==> config.mk <==
export PLATFORM = sky130hd
export DESIGN_NAME = uart_dump_ctrl
export DESIGN_NICKNAME = d
export VERILOG_FILES = /design/src/rtl/uart_dump_ctrl_pkg.sv /design/src/rtl/uart_dump_ctrl_hex_byte_serializer.sv /design/src/rtl/uart_dump_ctrl.sv
export SDC_FILE = /design/constraint.sdc
export NUM_CORES = 1
export LEC_CHECK = 0
export BUFFER_PORTS_ARGS = -buffer_cell sky130_fd_sc_hd__buf_2
export CAP_MARGIN = 20
export CORE_MARGIN = 3
export CORE_UTILIZATION = 25
export CTS_CLUSTER_SIZE = 16
export DETAILED_ROUTE_END_ITERATION = 10
export GPL_TIMING_DRIVEN = 0
export SYNTH_ARGS = -nofsm -noshare
export SYNTH_HDL_FRONTEND = slang
export SYNTH_SLANG_ARGS = --single-unit
==> constraint.sdc <==
create_clock -name clk -period 2.75 [get_ports clk]
set_input_delay 0 -clock clk [delete_from_list [all_inputs] [get_ports clk]]
set_output_delay 0 -clock clk [all_outputs]
set_load 0.03 [all_outputs]
==> src/rtl/uart_dump_ctrl_pkg.sv <==
// Shared monitor definitions: dump sequencer states, ASCII control characters
// and the nibble-to-hex-ASCII helper also used by the PC print path.
package uart_dump_ctrl_pkg;

  typedef enum logic [2:0] {
    ST_IDLE,
    ST_REQ,
    ST_WAIT,
    ST_HEX,
    ST_SEP,
    ST_CR,
    ST_LF
  } dump_state_e;

  localparam logic [7:0] CHR_CR = 8'h0d;
  localparam logic [7:0] CHR_LF = 8'h0a;
  localparam logic [7:0] CHR_SP = 8'h20;

  // 0-9 -> '0'..'9', a-f -> lowercase 'a'..'f' (0x57 + 10 = 0x61)
  function automatic logic [7:0] nib2ascii(input logic [3:0] nib);
    if (nib < 4'd10) begin
      return 8'h30 + {4'h0, nib};
    end
    return 8'h57 + {4'h0, nib};
  endfunction

endpackage

==> src/rtl/uart_dump_ctrl_hex_byte_serializer.sv <==
// Streams a 32-bit word as 8 lowercase hex ASCII bytes, MSB nibble first,
// over valid/ready; done_o pulses on the accepting edge of the eighth byte.
module hex_byte_serializer
  import uart_dump_ctrl_pkg::*;
(
  input  logic        clk,
  input  logic        rst_n,
  input  logic [31:0] word_i,
  input  logic        load_i,
  input  logic        flush_i,
  input  logic        ready_i,
  output logic        valid_o,
  output logic [7:0]  data_o,
  output logic        done_o
);

  logic [31:0] word_q, word_d;
  logic [2:0]  cnt_q, cnt_d;
  logic        valid_q, valid_d;
  logic        accept;

  always_comb begin
    accept  = valid_q & ready_i;
    word_d  = word_q;
    cnt_d   = cnt_q;
    valid_d = valid_q;
    if (load_i) begin
      word_d  = word_i;
      cnt_d   = '0;
      valid_d = 1'b1;
    end else if (accept) begin
      // shift so the presented nibble is always word_q[31:28]
      word_d = {word_q[27:0], 4'h0};
      cnt_d  = cnt_q + 3'd1;
      if (flush_i || cnt_q == 3'd7) begin
        valid_d = 1'b0;
      end
    end
  end

  always_ff @(posedge clk) begin
    if (!rst_n) begin
      word_q  <= '0;
      cnt_q   <= '0;
      valid_q <= 1'b0;
    end else begin
      word_q  <= word_d;
      cnt_q   <= cnt_d;
      valid_q <= valid_d;
    end
  end

  assign valid_o = valid_q;
  assign data_o  = nib2ascii(word_q[31:28]);
  assign done_o  = accept & (cnt_q == 3'd7);

endmodule

==> src/rtl/uart_dump_ctrl.sv <==
// Memory dump sequencer for the monitor 'r'/'p' commands: reads start..end,
// prints each word as hex with space / CR LF framing, and supports abort.
module uart_dump_ctrl
  import uart_dump_ctrl_pkg::*;
#(
  parameter int unsigned WORDS_PER_LINE = 4
) (
  input  logic        clk,
  input  logic        rst_n,
  input  logic [31:0] uart_data,
  input  logic        read_start_set,
  input  logic        read_end_set,
  input  logic        read_stop,
  output logic        dump_running,
  output logic [31:0] mem_raddr,
  output logic        mem_rreq,
  input  logic [31:0] mem_rdata,
  input  logic        mem_rvalid,
  output logic [7:0]  tx_data,
  output logic        tx_valid,
  input  logic        tx_ready
);

  localparam logic [3:0] COL_LAST = 4'(WORDS_PER_LINE - 1);

  dump_state_e state_q, state_d;
  logic [31:0] start_q, start_d;
  logic [31:0] end_q, end_d;
  logic [31:0] cur_q, cur_d;
  logic [3:0]  col_q, col_d;
  logic        abort_q, abort_d;
  logic        abort_now, last_word;
  logic        ser_load, ser_valid, ser_done;
  logic [7:0]  ser_data;

  assign abort_now = abort_q | read_stop;
  // covers both cur == end and an end address below the start address
  assign last_word = (cur_q >= end_q);

  hex_byte_serializer u_ser (
    .clk     (clk),
    .rst_n   (rst_n),
    .word_i  (mem_rdata),
    .load_i  (ser_load),
    .flush_i (abort_now),
    .ready_i (tx_ready),
    .valid_o (ser_valid),
    .data_o  (ser_data),
    .done_o  (ser_done)
  );

  always_comb begin
    state_d      = state_q;
    start_d      = start_q;
    end_d        = end_q;
    cur_d        = cur_q;
    col_d        = col_q;
    abort_d      = abort_now;
    dump_running = (state_q != ST_IDLE);
    mem_rreq     = 1'b0;
    mem_raddr    = '0;
    tx_valid     = 1'b0;
    tx_data      = '0;
    ser_load     = 1'b0;

    unique case (state_q)
      ST_IDLE: begin
        abort_d = 1'b0;
        if (read_start_set) begin
          start_d = uart_data & 32'hFFFF_FFFC;
        end else if (read_end_set) begin
          end_d   = uart_data & 32'hFFFF_FFFC;
          cur_d   = start_q;
          col_d   = '0;
          state_d = ST_REQ;
        end
      end
      ST_REQ: begin
        mem_rreq  = 1'b1;
        mem_raddr = cur_q;
        state_d   = ST_WAIT;
      end
      ST_WAIT: begin
        if (mem_rvalid) begin
          if (abort_now) begin
            state_d = ST_IDLE;
          end else begin
            ser_load = 1'b1;
            state_d  = ST_HEX;
          end
        end
      end
      ST_HEX: begin
        tx_valid = ser_valid;
        tx_data  = ser_data;
        if (ser_valid && tx_ready && abort_now) begin
          state_d = ST_IDLE;
        end else if (ser_done) begin
          if (last_word || col_q == COL_LAST) begin
            col_d   = '0;
            state_d = ST_CR;
          end else begin
            col_d   = col_q + 4'd1;
            state_d = ST_SEP;
          end
        end
      end
      ST_CR: begin
        tx_valid = 1'b1;
        tx_data  = CHR_CR;
        if (tx_ready) begin
          state_d = abort_now ? ST_IDLE : ST_LF;
        end
      end
      ST_SEP, ST_LF: begin
        tx_valid = 1'b1;
        tx_data  = (state_q == ST_SEP) ? CHR_SP : CHR_LF;
        if (tx_ready) begin
          if (abort_now || last_word) begin
            state_d = ST_IDLE;
          end else begin
            cur_d   = cur_q + 32'd4;
            state_d = ST_REQ;
          end
        end
      end
      default: state_d = ST_IDLE;
    endcase
  end

  always_ff @(posedge clk) begin
    if (!rst_n) begin
      state_q <= ST_IDLE;
      start_q <= '0;
      end_q   <= '0;
      cur_q   <= '0;
      col_q   <= '0;
      abort_q <= 1'b0;
    end else begin
      state_q <= state_d;
      start_q <= start_d;
      end_q   <= end_d;
      cur_q   <= cur_d;
      col_q   <= col_d;
      abort_q <= abort_d;
    end
  end

endmodule

==> impl_metrics.tcl <==
set metrics [dict create \
    start_util_pct 25.8 \
    syn_to_final_growth_pct 34.1 \
    cpMaxStageDelayCell "dfxtp_2" \
    fmaxAchievable_mhz 380 \
    first_pass_iters 5 \
    cp.arrival_ns 2.91 \
    clkLatencyLatePin_ns 0.43 \
    grt_pass1_vias 7245 \
    gr-total-overflow 0 \
    status "finished, final reports clean" \
    synth-async-reset-ratio_pct 0 \
    cp.required_ns 3.03 \
    ys_warn_count 0 \
    drive_gt1_share_pct 17.2 \
    synthDistinctLibCells 61 \
    die_y_um 174 \
    maxSlewHeadroom_pct 52.3 \
    die-area_um2 30300 \
    num_io_pins 114 \
    cts_buffers 17 \
    synth_seq_area_share_pct 38.0 \
    track_usage_pct 15.8 \
    clk_pin_slew_worst_paths_ns 0.07 \
    core_area_um2 27300 \
    vias 7449 \
    gp_congestion 0.876 \
    ant_nets 0 \
    max_stage_delay_ns 0.40 \
    die_width_um 174 \
    ir_drop_v 0.000312 \
    syn-instance-count 954 \
    avgSynthCellArea_um2 7.39 \
    setup.worst_path.class "register to register" \
    wl_um 24300 \
    hold_viol 0 \
    power_density_nw_per_um2 579 \
    cts_root_buffer "clkbuf_16" \
    critPathLaunchType "register" \
    antenna_found_initial 1 \
    numPortBuffers 107 \
    end_kind "register" \
    worst-path-buf-inv 3 \
    cts.htree.levels 4 \
    slew_violations 0 \
    clockBufferDepth 2 \
    vias_per_cell 4.85 \
    grt_max_degree 17 \
    setup-tns-final_ns 0 \
    hold_ws_ns 0.0604 \
    r2r_setup_slack_ns 0.12 \
    cp_max_fo 10 \
    setup_viol 0 \
    cts_tree "yes" \
    fin_crit_sh_pct 95.7 \
    synth_seq_cells 134 \
    min_period_ns 2.63 \
    post_drt_wl_per_cell_um 15.8 \
    min_path_type "input port to register" \
    drcViolationCount 0 \
    ys.flop_type "dfxtp_1" \
    cp_cell_sequence "inv_1 -> ha_1 -> nand2b_1 -> a21oi_2 -> nor2_1 -> o31ai_4 -> a2111oi_4 -> o21a_1 -> buf_4 -> clkbuf_4 -> o211ai_1 -> o31ai_1" \
    grt_pass1_wl_um 38600 \
    netlist_area_um2 7050 \
    maxCapViolCount 0 \
    cellLeakagePower_nw 3.60 \
    synth-edff-count 0 \
    rows 60 \
    hpwl_um 17700 \
    layout.nets 1256 \
    dr.first_iter.drc_count 568 \
    n_fill_cell 2963 \
    clock_sink_count 134 \
    tightest_slew_ns 0.715 \
    finClkSkew_ns 0.0148 \
    power.total_w 0.00547 \
    crit_family "compound AO/OA/AOI/OAI gates" \
]
-- cell families after synthesis --
kind of cell / after synthesis / synth area share (%)
buffers and inverters: 109 / 6.14
AO/OA/AOI/OAI: 241 / 22.1
flip-flops: 134 / 38.0
multiplexers: 1 / 0.142
AND/OR/NAND/NOR: 430 / 27.0
other: 1 / 0.0532
XOR/XNOR: 3 / 0.373
adder cells (fa/ha/maj): 35 / 6.21
-- stage by stage --
step                std cells  area [µm²]  setup slack, ns  utilization [%]
floorplan                 956        7060            0.256                -
CTS                      1534        9390          0.00177             34.4
detailed placement       1435        8060           -0.608             29.5
global placement         1435        8060           -0.616             29.5
global route             1536        9460         -0.00192             34.6
finish                   1536        9460            0.117             34.6
-- report_power, final --
part	total (W)	switching, W	internal (W)	leakage (nW)
clock	0.00235	0.000966	0.00139	0.299
sequential	0.00214	0.0000877	0.00205	1.09
combinational	0.000981	0.000598	0.000383	2.21
-- per-layer routing --
layer,part of all wire (%),vias to the layer above,track usage [%]
li1,-,3707,-
met1,47,3470,20.8
met2,45,244,25.2
met3,6.5,28,4.00
met4,1.8,0,5.43
met5,0,-,0
-- layout by cell type, fill, tap and decap left out, types with 29 or more instances in the layout --
master,synthesis,final
a21oi_1,124,120
a311oi_1,29,29
and2_1,33,33
buf_2,3,109
clkbuf_1,64,56
dfxtp_1,134,123
dlygate4sd3_1,0,65
ha_1,35,35
inv_1,34,33
nand2_1,251,251
nor2_1,62,61
-- cell usage after synthesis, types with 2 or more instances --
cell	number	area share, %
a211oi_1	2	0.21
a21o_1	3	0.32
a21oi_1	124	8.8
a22oi_1	4	0.43
a311oi_1	29	3.6
a31oi_1	5	0.44
a41oi_1	3	0.37
and2_1	33	2.9
and3_1	6	0.53
and4_1	3	0.37
buf_2	3	0.21
buf_4	3	0.32
clkbuf_1	64	3.4
dfxtp_1	134	38
ha_1	35	6.2
inv_1	34	1.8
nand2_1	251	13
nand2b_1	7	0.62
nand3_1	15	1.1
nand4_1	8	0.71
nor2_1	62	3.3
nor2b_1	2	0.18
nor3_1	23	1.6
nor3_4	2	0.46
nor3b_1	2	0.21
nor4_1	2	0.18
o211ai_1	7	0.74
o21a_1	2	0.21
o21ai_0	16	1.1
o221a_2	6	0.96
o22ai_1	5	0.44
o31ai_1	12	1.3
o32ai_1	12	1.5
or2_2	6	0.53
or3_1	2	0.18
xnor2_1	2	0.25
-- worst min-delay path, cell delays in order --
cell and delay (ns):
buf_2 0.12, and3_1 0.19, nand2_1 0.08, a21oi_1 0.05
-- flip-flops by register name, summed over array words and instances, names as in the netlist --
register	count
u_ser.word_q	32
cur_q	30
end_q	30
start_q	30
col_q	4
state_q	3
u_ser.cnt_q	3
abort_q	1
u_ser.valid_o	1
-- worst paths after layout --
check / endpoint / cells after the start / startpoint
worst min-delay path: u_ser.word_q[3] / 4 / mem_rvalid
worst min register to register: end_q[16] / 2 / end_q[16]
worst max-delay path: cur_q[20] / 12 / cur_q[2]
worst max register to register: cur_q[20] / 12 / cur_q[2]
-- layout make-up --
class / instances / area [µm²] / share of cell area, %
Antenna cell: 1 / 2.50 / 0.0265
Timing Repair Buffer: 175 / 1210 / 12.8
Clock buffer: 18 / 439 / 4.64
Inverter: 36 / 135 / 1.43
Buffer: 73 / 340 / 3.60
Tap cell: 372 / 465 / 4.92
Sequential cell: 134 / 2700 / 28.5
Multi-Input combinational cell: 713 / 4010 / 42.4
Clock inverter: 14 / 164 / 1.73
-- timing repair --
action / 4_1_cts / 5_1_grt
buffers inserted: 2 / 1
gates cloned: 0 / 0
setup endpoints to repair: 36 / 50
gates resized for setup: 23 / 29
hold endpoints to repair: 96 / 0
hold buffers: 65 / 0
pin swaps: 5 / 8
Note: power is estimated with default switching activity, not from simulation.
